## config.mk

```make
export PLATFORM = sky130hd
export DESIGN_NAME = restoring_divider_8bit_flat
export DESIGN_NICKNAME = d
export VERILOG_FILES = /design/src/rtl/div_pkg.sv /design/src/rtl/restoring_divider_8bit_if.sv /design/src/rtl/div_step.sv /design/src/rtl/restoring_divider_8bit.sv /design/src/flat_wrapper.sv
export SDC_FILE = /design/constraint.sdc
export NUM_CORES = 1
export LEC_CHECK = 0
export BUFFER_PORTS_ARGS = -buffer_cell sky130_fd_sc_hd__buf_2
export CAP_MARGIN = 15
export CORE_MARGIN = 8
export CORE_UTILIZATION = 55
export DETAILED_ROUTE_END_ITERATION = 10
export MAX_ROUTING_LAYER = met4
export PLACE_DENSITY = 0.89
export SLEW_MARGIN = 10
export SYNTH_ARGS = -nofsm -noshare
export SYNTH_HDL_FRONTEND = slang
export SYNTH_HIERARCHICAL = 1
export SYNTH_SLANG_ARGS = --single-unit
```

## constraint.sdc

```tcl
create_clock -name Clk -period 6.45 [get_ports Clk]
set_input_delay 1.29 -clock Clk [delete_from_list [all_inputs] [get_ports Clk]]
set_output_delay 1.29 -clock Clk [all_outputs]
set_load 0.005 [all_outputs]
```

## src/rtl/div_pkg.sv

```systemverilog
// Shared types and constants for the restoring divider.
package div_pkg;

    // Controller states: waiting for a command, iterating, holding the result.
    typedef enum logic [1:0] {
        IDLE = 2'd0,
        RUN  = 2'd1,
        HOLD = 2'd2
    } div_state_t;

    localparam int DIV_WIDTH = 8;

endpackage

```

## src/rtl/restoring_divider_8bit_if.sv

```systemverilog
// Board-side bundle of the divider: switch input, control strobes, and result/status.
interface restoring_divider_8bit_if #(
    parameter int WIDTH = 8
);
    logic [WIDTH-1:0] Switches;
    logic             ClearA_loadB_h;
    logic             Execute_h;
    logic [WIDTH-1:0] Aval;
    logic [WIDTH-1:0] Bval;
    logic             Busy;
    logic             Done;
    logic             DivZero;

    // Board/test side drives the controls and reads the results.
    modport master (
        output Switches, ClearA_loadB_h, Execute_h,
        input  Aval, Bval, Busy, Done, DivZero
    );

    // Divider side consumes the controls and presents the results.
    modport slave (
        input  Switches, ClearA_loadB_h, Execute_h,
        output Aval, Bval, Busy, Done, DivZero
    );
endinterface

```

## src/rtl/div_step.sv

```systemverilog
// One restoring-division iteration: shift {A,B} left, trial-subtract S, restore on borrow.
module div_step #(
    parameter int WIDTH = 8
) (
    input  logic [WIDTH-1:0] a,
    input  logic [WIDTH-1:0] b,
    input  logic [WIDTH-1:0] s,
    output logic [WIDTH-1:0] a_next,
    output logic [WIDTH-1:0] b_next
);

    logic [WIDTH-1:0] t;
    logic [WIDTH:0]   d;

    // Shift in the next dividend bit, subtract with one extra bit to expose the borrow.
    always_comb begin
        t      = {a[WIDTH-2:0], b[WIDTH-1]};
        d      = {1'b0, t} - {1'b0, s};
        a_next = d[WIDTH] ? t : d[WIDTH-1:0];
        b_next = {b[WIDTH-2:0], ~d[WIDTH]};
    end

endmodule

```

## src/rtl/restoring_divider_8bit.sv

```systemverilog
// Sequential unsigned restoring divider: A = remainder, B = quotient, one bit per clock.
module restoring_divider_8bit
    import div_pkg::*;
#(
    parameter int WIDTH = DIV_WIDTH
) (
    input  logic                  Clk,
    input  logic                  Reset_n,
    restoring_divider_8bit_if.slave bus
);

    localparam int CW = $clog2(WIDTH) + 1;
    localparam logic [CW-1:0] LAST_STEP = CW'(WIDTH - 1);

    div_state_t       state_reg;
    logic [WIDTH-1:0] a_reg;
    logic [WIDTH-1:0] b_reg;
    logic [WIDTH-1:0] s_reg;
    logic [CW-1:0]    count_reg;
    logic             div_zero_reg;

    logic [WIDTH-1:0] a_next;
    logic [WIDTH-1:0] b_next;

    div_step #(.WIDTH(WIDTH)) u_step (
        .a      (a_reg),
        .b      (b_reg),
        .s      (s_reg),
        .a_next (a_next),
        .b_next (b_next)
    );

    // Controller and datapath registers; S is latched at start so the switches may move mid-run.
    always_ff @(posedge Clk or negedge Reset_n) begin
        if (!Reset_n) begin
            state_reg    <= IDLE;
            a_reg        <= '0;
            b_reg        <= '0;
            s_reg        <= '0;
            count_reg    <= '0;
            div_zero_reg <= 1'b0;
        end else begin
            case (state_reg)
                IDLE: begin
                    // Load takes priority over execute when both are asserted.
                    if (bus.ClearA_loadB_h) begin
                        a_reg        <= '0;
                        b_reg        <= bus.Switches;
                        div_zero_reg <= 1'b0;
                    end else if (bus.Execute_h) begin
                        s_reg        <= bus.Switches;
                        a_reg        <= '0;
                        count_reg    <= '0;
                        div_zero_reg <= (bus.Switches == '0);
                        state_reg    <= RUN;
                    end
                end
                RUN: begin
                    a_reg     <= a_next;
                    b_reg     <= b_next;
                    count_reg <= count_reg + 1'b1;
                    if (count_reg == LAST_STEP) begin
                        state_reg <= HOLD;
                    end
                end
                HOLD: begin
                    // Wait for Execute_h to drop so a held level runs only once.
                    if (!bus.Execute_h) begin
                        state_reg <= IDLE;
                    end
                end
                default: state_reg <= IDLE;
            endcase
        end
    end

    assign bus.Aval    = a_reg;
    assign bus.Bval    = b_reg;
    assign bus.Busy    = (state_reg == RUN);
    assign bus.Done    = (state_reg == HOLD);
    assign bus.DivZero = div_zero_reg;

endmodule

```

## src/flat_wrapper.sv

```systemverilog
// flat-port wrapper written by rule: the top's interface ports become plain ports
module restoring_divider_8bit_flat import div_pkg::*;
#(
    parameter int WIDTH = DIV_WIDTH
)
  (Clk, Reset_n, bus_Switches, bus_ClearA_loadB_h, bus_Execute_h, bus_Aval, bus_Bval, bus_Busy, bus_Done, bus_DivZero);
  restoring_divider_8bit_if #(.WIDTH(WIDTH)) bus_i ();
  input  logic Clk;
  input  logic Reset_n;
  input wire logic [$bits(bus_i.Switches)-1:0] bus_Switches;
  input wire logic [$bits(bus_i.ClearA_loadB_h)-1:0] bus_ClearA_loadB_h;
  input wire logic [$bits(bus_i.Execute_h)-1:0] bus_Execute_h;
  output wire logic [$bits(bus_i.Aval)-1:0] bus_Aval;
  output wire logic [$bits(bus_i.Bval)-1:0] bus_Bval;
  output wire logic [$bits(bus_i.Busy)-1:0] bus_Busy;
  output wire logic [$bits(bus_i.Done)-1:0] bus_Done;
  output wire logic [$bits(bus_i.DivZero)-1:0] bus_DivZero;
  assign bus_i.Switches = bus_Switches;
  assign bus_i.ClearA_loadB_h = bus_ClearA_loadB_h;
  assign bus_i.Execute_h = bus_Execute_h;
  assign bus_Aval = bus_i.Aval;
  assign bus_Bval = bus_i.Bval;
  assign bus_Busy = bus_i.Busy;
  assign bus_Done = bus_i.Done;
  assign bus_DivZero = bus_i.DivZero;
  restoring_divider_8bit #(.WIDTH(WIDTH)) u_core (.Clk(Clk), .Reset_n(Reset_n), .bus(bus_i));
endmodule
```

==> out/metrics.csv, run 1 <==
stage,metric,value,unit
synth,synth top area cells,"dfrtp_1 41%, ha_1 5.9%, a22o_1 5.1%",
synth,share of the synthesized area in the top cell type,40.9,%
pwr,P_leak,0.981,nW
clock_network,TritonCTS clock tree,yes,
floorplanning,Initial Util,56.8,%
synth,synthesis warning total,6,
detailed_routing,final wirelength,4020,um
layout,Antenna Cells,0,
timing,final hold violation count,0,
detailed_routing,First-pass DRT Iterations,4,
clock_network,H-Tree Depth,2,
pwr,power density over cell area,483,nW/um2
synth,"Seq/Total Area, Yosys",40.9,%
floorplanning,IO Count,31,
detailed_routing,Post-DRT Antenna Nets,0,
synth,cell taking the most area after synthesis,dfrtp_1,
floorplanning,core area,3340,um2
floorplanning,DIE AREA,5580,um2
timing,max_slew headroom,53.5,%
setup_path,crit path DAT,1880,ps
grt,pin count of the biggest net entering global routing,32,
detailed_routing,drc violations,0,
flow_run,MaxCap Viol Count,0,
grt,global-route wire length before repair,6750,um
floorplanning,Die Height,74.7,um
layout,final instance area,2060,um2
synth,synthesized flop and latch total,31,
detailed_routing,post-DR wirelength/cell,15.7,um
synth,Synth Area per Inst,10.1,um2
placed_design,Placed Cells,248,
grt,antenna violations before repair,0,
placed_design,dpl hpwl,2970,um
run_status,status,"complete, no violations",
setup_path,worst path bufs/invs,1,
synth,Post-Syn Nets,209,
layout,Layout Nets,231,
clock_network,clock root buffer,clkbuf_4,
timing,TNS Setup,0,ps
setup_path,max incr delay on CP,670,ps
setup_path,element type at the critical path start,flop,
pwr,peak supply drop,225,uV
setup_path,slowest cell on the critical path,dfrtp_1,
synth,count of unique library cells instantiated by Yosys,40,
setup_path,Reg2Reg Depth,8,
setup_path,Worst setup EP type,output port,
worst_hold_path,Hold Path Class,reg -> reg,
timing,clk_skew,13.6,ps
floorplanning,Cell Rows,21,
setup_path,crit-path max FO,21,
detailed_routing,1st-iter DRT viols,88,
timing,FMAX,315,MHz
detailed_routing,drt via density,5.79,
clock_network,cts hold-fix bufs,0,
synth,Syn Inst Count,187,
synth,mapped cell area,1900,um2
grt,vias in the first global route,1468,
clock_network,clk buf depth,2,
layout,FILL cells,302,
clock_network,Clock transition at path regs,100,ps
synth,Commonest cells post-synth,"31 x dfrtp_1, 14 x nor2b_1, 13 x a21oi_1",
layout,Final Non-Filler Cells,256,
clock_network,Clock Latency Late Sink,340,ps
synth,cell with the most instances after synthesis,dfrtp_1,
clock_network,CTS resizes,0,
grt,grt total ovfl,0,
layout,FF+latch area,776,um2
setup_path,"Cell Chain, Critical Path","and2b_1, buf_2",
placed_design,gpl congestion,0.774,
layout,final core utilization,61.7,%
layout,multi-input combinational cell area,985,um2
setup_path,critical path class,reg -> out,
floorplanning,Die Wd,74.7,um
clock_network,CTS Sinks,31,
detailed_routing,via count,1482,
layout,layout cells sized above 1,22.4,%
setup_path,family with the most delay on the worst path,flip-flops,
setup_path,CP Data Required Time,5160,ps
synth,Synth async-reset ratio,100,%
clock_network,post-CTS setup buffers,0,
timing,period utilization,49.1,%
timing,RSZ-0062 raised after global routing,no,
clock_network,CTS Buf Count,5,
timing,final setup fails,0,
timing,worst slew pin tran,694,ps
placed_design,post-placement cell area,2010,um2
synth,number of synthesized flops with an enable pin,0,
synth,"Primary FF master, synth",dfrtp_1,
placed_design,port bufs,30,
layout,area delta synth->final,8.51,%
worst_hold_path,Worst Hold Path Cells,2,
timing,min cycle time layout,3170,ps
grt,All-Layer GR Usage,16.1,%
timing,max-slew violation count,0,
setup_path,Levels on crit path,2,
-- worst min-delay path, cell delays in order (launching register included) --
cell,delay (ps)
dfrtp_1,360
o31ai_1,70
nand2_1,50
-- final timing paths --
check / from / endpoint / slack (ps)
setup reg to reg: u_core/bus.Bval[7]$_DFFE_PN0P_ / u_core/bus.Aval[4]$_DFFE_PN0P_ / 3750
setup / recovery: u_core/state_reg[0]$_DFFE_PN0P_ / bus_Busy / 3280
max in group asynchronous: Reset_n / u_core/s_reg[2]$_DFFE_PN0P_ / 5030
min in group asynchronous: Reset_n / u_core/bus.Aval[2]$_DFFE_PN0P_ / 980
hold / removal: u_core/bus.DivZero$_DFFE_PN0P_ / u_core/bus.DivZero$_DFFE_PN0P_ / 500
hold reg to reg: u_core/bus.DivZero$_DFFE_PN0P_ / u_core/bus.DivZero$_DFFE_PN0P_ / 500
-- logic make-up (layout without fill, tap and decap cells) --
kind of cell	Yosys count	count (layout)	synth area share, %
flip-flops	31	31	40.9
adder cells (fa/ha/maj)	10	10	6.99
buffers and inverters	25	48	7.19
multiplexers	15	15	8.84
AO/OA/AOI/OAI	58	58	21.0
AND/OR/NAND/NOR	45	45	13.7
XOR/XNOR	3	3	1.39
-- power breakdown --
| group | internal [mW] | switching [mW] | total [mW] |
|---|---|---|---|
| clock | 0.0405 | 0.0692 | 0.110 |
| sequential | 0.272 | 0.0812 | 0.354 |
| combinational | 0.265 | 0.266 | 0.531 |
-- cell usage in the layout (no fill, tap or decap), drive strengths merged, types with 4 or more instances in the layout --
cell type and instances:
dfrtp 31, buf 30, nor2b 14, o21ai 14
mux2 14, a21oi 13, a22o 11, nor2 11
inv 10, ha 9, a22oi 8, clkbuf 5
nand2 4
-- metal layers --
metal / share of wire (%) / GRT usage [%] / vias to the layer above
li1: - / - / 717
met1: 45 / 19.0 / 725
met2: 49 / 26.3 / 35
met3: 3.8 / 2.80 / 5
met4: 1.7 / 7.39 / 0
met5: 0 / - / -
-- cell type report --
type / count / share of cell area, %
multi-input cells: 131 / 47.8
well taps: 46 / 2.80
inverters: 10 / 1.82
clock inverters: 3 / 0.729
clock buffers: 5 / 1.82
flip-flops and latches: 31 / 37.7
repair buffers: 30 / 7.29
-- stage by stage --
stage / setup WS, ps / total power, mW / hold slack (ps)
6_report: 3280 / 0.995 / 505
5_1_grt: 3150 / 1.08 / 520
4_1_cts: 3260 / 1.00 / 502
3_5_place_dp: 3650 / 0.887 / 477
3_3_place_gp: 3660 / 0.863 / 468
2_1_floorplan: 3980 / 0.780 / 458
Power figures use the tool's default switching activity.
==> run 2: changes to the inputs <==
--- a/config.mk
+++ b/config.mk
@@ -5,6 +5,7 @@
 export SDC_FILE = /design/constraint.sdc
 export NUM_CORES = 1
 export LEC_CHECK = 0
+export ABC_AREA = 1
 export BUFFER_PORTS_ARGS = -buffer_cell sky130_fd_sc_hd__buf_2
 export CAP_MARGIN = 15
 export CORE_MARGIN = 8
==> constraint.sdc (replaced) <==
create_clock -name Clk -period 3.09 [get_ports Clk]
set_input_delay 0.618 -clock Clk [delete_from_list [all_inputs] [get_ports Clk]]
set_output_delay 0.618 -clock Clk [all_outputs]
set_load 0.005 [all_outputs]
==> out/metrics.csv, run 2 <==
stage,metric,value,unit,change
run_status,status,"complete, no violations",,
setup_path,reg2reg end,u_core/bus.Aval[5]$_DFFE_PN0P_,,
synth,share of the synthesized area in the top cell type,38.1,%,-2.8 points
flow_run,MaxCap Viol Count,0,,unchanged
timing,max_slew headroom,55.4,%,+1.9 points
layout,FILL cells,320,,+6.0%
synth,synth top area cells,"dfrtp_1 38%, nand2_1 24%, nand3_1 7.6%",,
detailed_routing,final wirelength,4500,um,+12%
setup_path,crit-path max FO,11,,-48%
placed_design,gpl congestion,0.889,,+15%
setup_path,worst r2r src,u_core/bus.Bval[7]$_DFFE_PN0P_,,
setup_path,CP Data Required Time,3310,ps,-1850 ps
setup_path,slowest cell on the critical path,dfrtp_1,,
timing,period utilization,65.8,%,
placed_design,post-placement cell area,2150,um2,+7.4%
grt,antenna violations before repair,0,,unchanged
timing,max-slew violation count,0,,unchanged
pwr,Clk network pwr share,12.6,%,+1.6 points
setup_path,family with the most delay on the worst path,simple AND/OR/NAND/NOR gates,,
synth,"Primary FF master, synth",dfrtp_1,,
synth,mapped cell area,2040,um2,+7.3%
detailed_routing,Post-DRT Antenna Nets,0,,unchanged
layout,final instance area,2250,um2,+9.5%
timing,min cycle time layout,2030,ps,
floorplanning,Die Height,76.8,um,+2.8%
detailed_routing,1st-iter DRT viols,152,,+73%
synth,Synth async-reset ratio,100,%,unchanged
layout,layout cells sized above 1,19.1,%,-3.3 points
clock_network,CTS Buf Count,5,,unchanged
setup_path,Worst setup EP type,flop,,
placed_design,port bufs,30,,unchanged
synth,Post-Syn Nets,304,,+45%
setup_path,crit path DAT,2260,ps,+380 ps
timing,FMAX,492,MHz,
detailed_routing,drt via density,5.10,,-12%
clock_network,clock root buffer,clkbuf_8,,
timing,RSZ-0062 raised after global routing,no,,
setup_path,element type at the critical path start,flop,,
synth,"Seq/Total Area, Yosys",38.1,%,-2.8 points
setup_path,"most used cell, CP",nand2_1,,
setup_path,r2r setup slk,1060,ps,-2690 ps
grt,pin count of the biggest net entering global routing,32,,unchanged
floorplanning,Initial Util,56.5,%,-0.39 points
pwr,power density over cell area,1230,nW/um2,+150%
grt,All-Layer GR Usage,17.0,%,+0.83 points
worst_hold_path,Hold Path Class,in -> async,,
detailed_routing,drc violations,0,,unchanged
timing,final hold violation count,0,,unchanged
layout,"commonest non-fill, non-tap cells in the layout","129 x nand2_1, 31 x nand3_1, 31 x dfrtp_1, 30 x buf_2, 27 x inv_1",,
placed_design,dpl hpwl,3400,um,+14%
synth,Commonest cells post-synth,"129 x nand2_1, 31 x dfrtp_1, 31 x nand3_1",,
clock_network,Clock Latency Late Sink,280,ps,-60 ps
grt,global-route wire length before repair,8140,um,+21%
setup_path,Reg2Reg Depth,12,,+4
layout,Layout Nets,330,,+43%
pwr,Net Sw Power,1.34,mW,+220%
setup_path,worst path bufs/invs,2,,+1
layout,area delta synth->final,10.8,%,
synth,Synth Area per Inst,7.22,um2,-29%
detailed_routing,via count,1819,,+23%
clock_network,clk buf depth,2,,unchanged
clock_network,Clock transition at path regs,60,ps,-40 ps
floorplanning,Die Wd,76.8,um,+2.8%
synth,synthesized flop and latch total,31,,unchanged
synth,count of unique library cells instantiated by Yosys,26,,-35%
synth,cell with the most instances after synthesis,nand2_1,,
clock_network,CTS Sinks,31,,unchanged
clock_network,TritonCTS clock tree,yes,,
pwr,P_leak,1.33,nW,+36%
floorplanning,DIE AREA,5900,um2,+5.7%
setup_path,critical path class,reg -> reg,,
timing,TNS Setup,0,ps,unchanged
grt,vias in the first global route,1845,,+26%
clock_network,post-CTS setup buffers,0,,unchanged
clock_network,H-Tree Depth,2,,unchanged
clock_network,cts hold-fix bufs,0,,unchanged
floorplanning,core area,3610,um2,+8.1%
clock_network,CTS resizes,0,,unchanged
grt,grt total ovfl,0,,unchanged
layout,Antenna Cells,0,,unchanged
detailed_routing,post-DR wirelength/cell,12.6,um,-20%
pwr,Pint,1.42,mW,+150%
synth,number of synthesized flops with an enable pin,0,,unchanged
pwr,peak supply drop,563,uV,+150%
synth,synthesis warning total,6,,unchanged
setup_path,max incr delay on CP,360,ps,-310 ps
layout,"most common cell after layout, fill and taps aside",nand2_1,,
synth,cell taking the most area after synthesis,dfrtp_1,,
setup_path,"Cell Chain, Critical Path","inv_1, ha_1, fa_1, inv_1, nand2_1, nand2_1, nand3_4, nand2_2, nand3_1, nand2_1, nand2_1, nand2_1",,
floorplanning,Cell Rows,22,,+4.8%
floorplanning,IO Count,31,,unchanged
pwr,Gate power share,59.7,%,+6.3 points
pwr,switch share,48.5,%,+6.7 points
timing,clk_skew,2.24,ps,-11.4 ps
pwr,Sequential Power Share,27.6,%,-8.0 points
timing,worst slew pin tran,669,ps,-25.2 ps
timing,final setup fails,0,,unchanged
detailed_routing,First-pass DRT Iterations,4,,unchanged
synth,Syn Inst Count,282,,+51%
run 2: per-stage QoR:
stage          std cells  power, mW  hold WS [ps]  utilization [%]  worst slack (ps)
4_1_cts              357       2.78           390             62.5              1060
2_1_floorplan        282       2.11           322                -              1260
3_5_place_dp         349       2.41           460             59.8              1070
6_report             357       2.77           367             62.5              1060
3_3_place_gp         349       2.36           455             59.8              1160
5_1_grt              357       3.07           426             62.5               895
run 2: how the worst max path moves through the flow:
stage	start	to	cells after the start
after global routing	u_core/bus.Bval[7]$_DFFE_PN0P_	u_core/bus.Aval[4]$_DFFE_PN0P_	12
final	u_core/bus.Bval[7]$_DFFE_PN0P_	u_core/bus.Aval[5]$_DFFE_PN0P_	12
after floorplan	u_core/bus.Bval[7]$_DFFE_PN0P_	u_core/bus.Aval[7]$_DFFE_PN0P_	13
after global placement	u_core/bus.Bval[7]$_DFFE_PN0P_	u_core/bus.Aval[5]$_DFFE_PN0P_	12
after CTS	u_core/bus.Bval[7]$_DFFE_PN0P_	u_core/bus.Aval[5]$_DFFE_PN0P_	12
after detailed placement	u_core/bus.Bval[7]$_DFFE_PN0P_	u_core/bus.Aval[5]$_DFFE_PN0P_	12
run 2: metal layers:
layer | share of wire [%] | GRT usage, % | up-vias
met4 | 1.9 | 7.50 | 0
met5 | 0 | - | -
li1 | - | - | 920
met1 | 49 | 20.9 | 833
met3 | 4.6 | 4.08 | 10
met2 | 44 | 25.8 | 56
run 2: kinds of logic after synthesis:
logic type,synth area share (%)
compound gates,3.50
simple gates,40.4
fa+ha+maj,6.52
buf+inv,10.2
xor+xnor,1.29
flops,38.1
run 2: power groups by stage:
stage | sequential, mW | clock, mW | combinational [mW]
3_3_place_gp | 0.758 | 0 | 1.61
5_1_grt | 0.789 | 0.377 | 1.90
6_report | 0.763 | 0.350 | 1.65
3_5_place_dp | 0.767 | 0 | 1.65
2_1_floorplan | 0.731 | 0 | 1.38
4_1_cts | 0.762 | 0.358 | 1.66
run 2: cell type report:
class	count	area [um2]	area share, %
clock buffers	8	100	4.44
inverters	29	109	4.83
multi-input cells	210	1050	46.7
flip-flops and latches	31	776	34.4
well taps	48	60.1	2.66
repair buffers	31	158	6.99
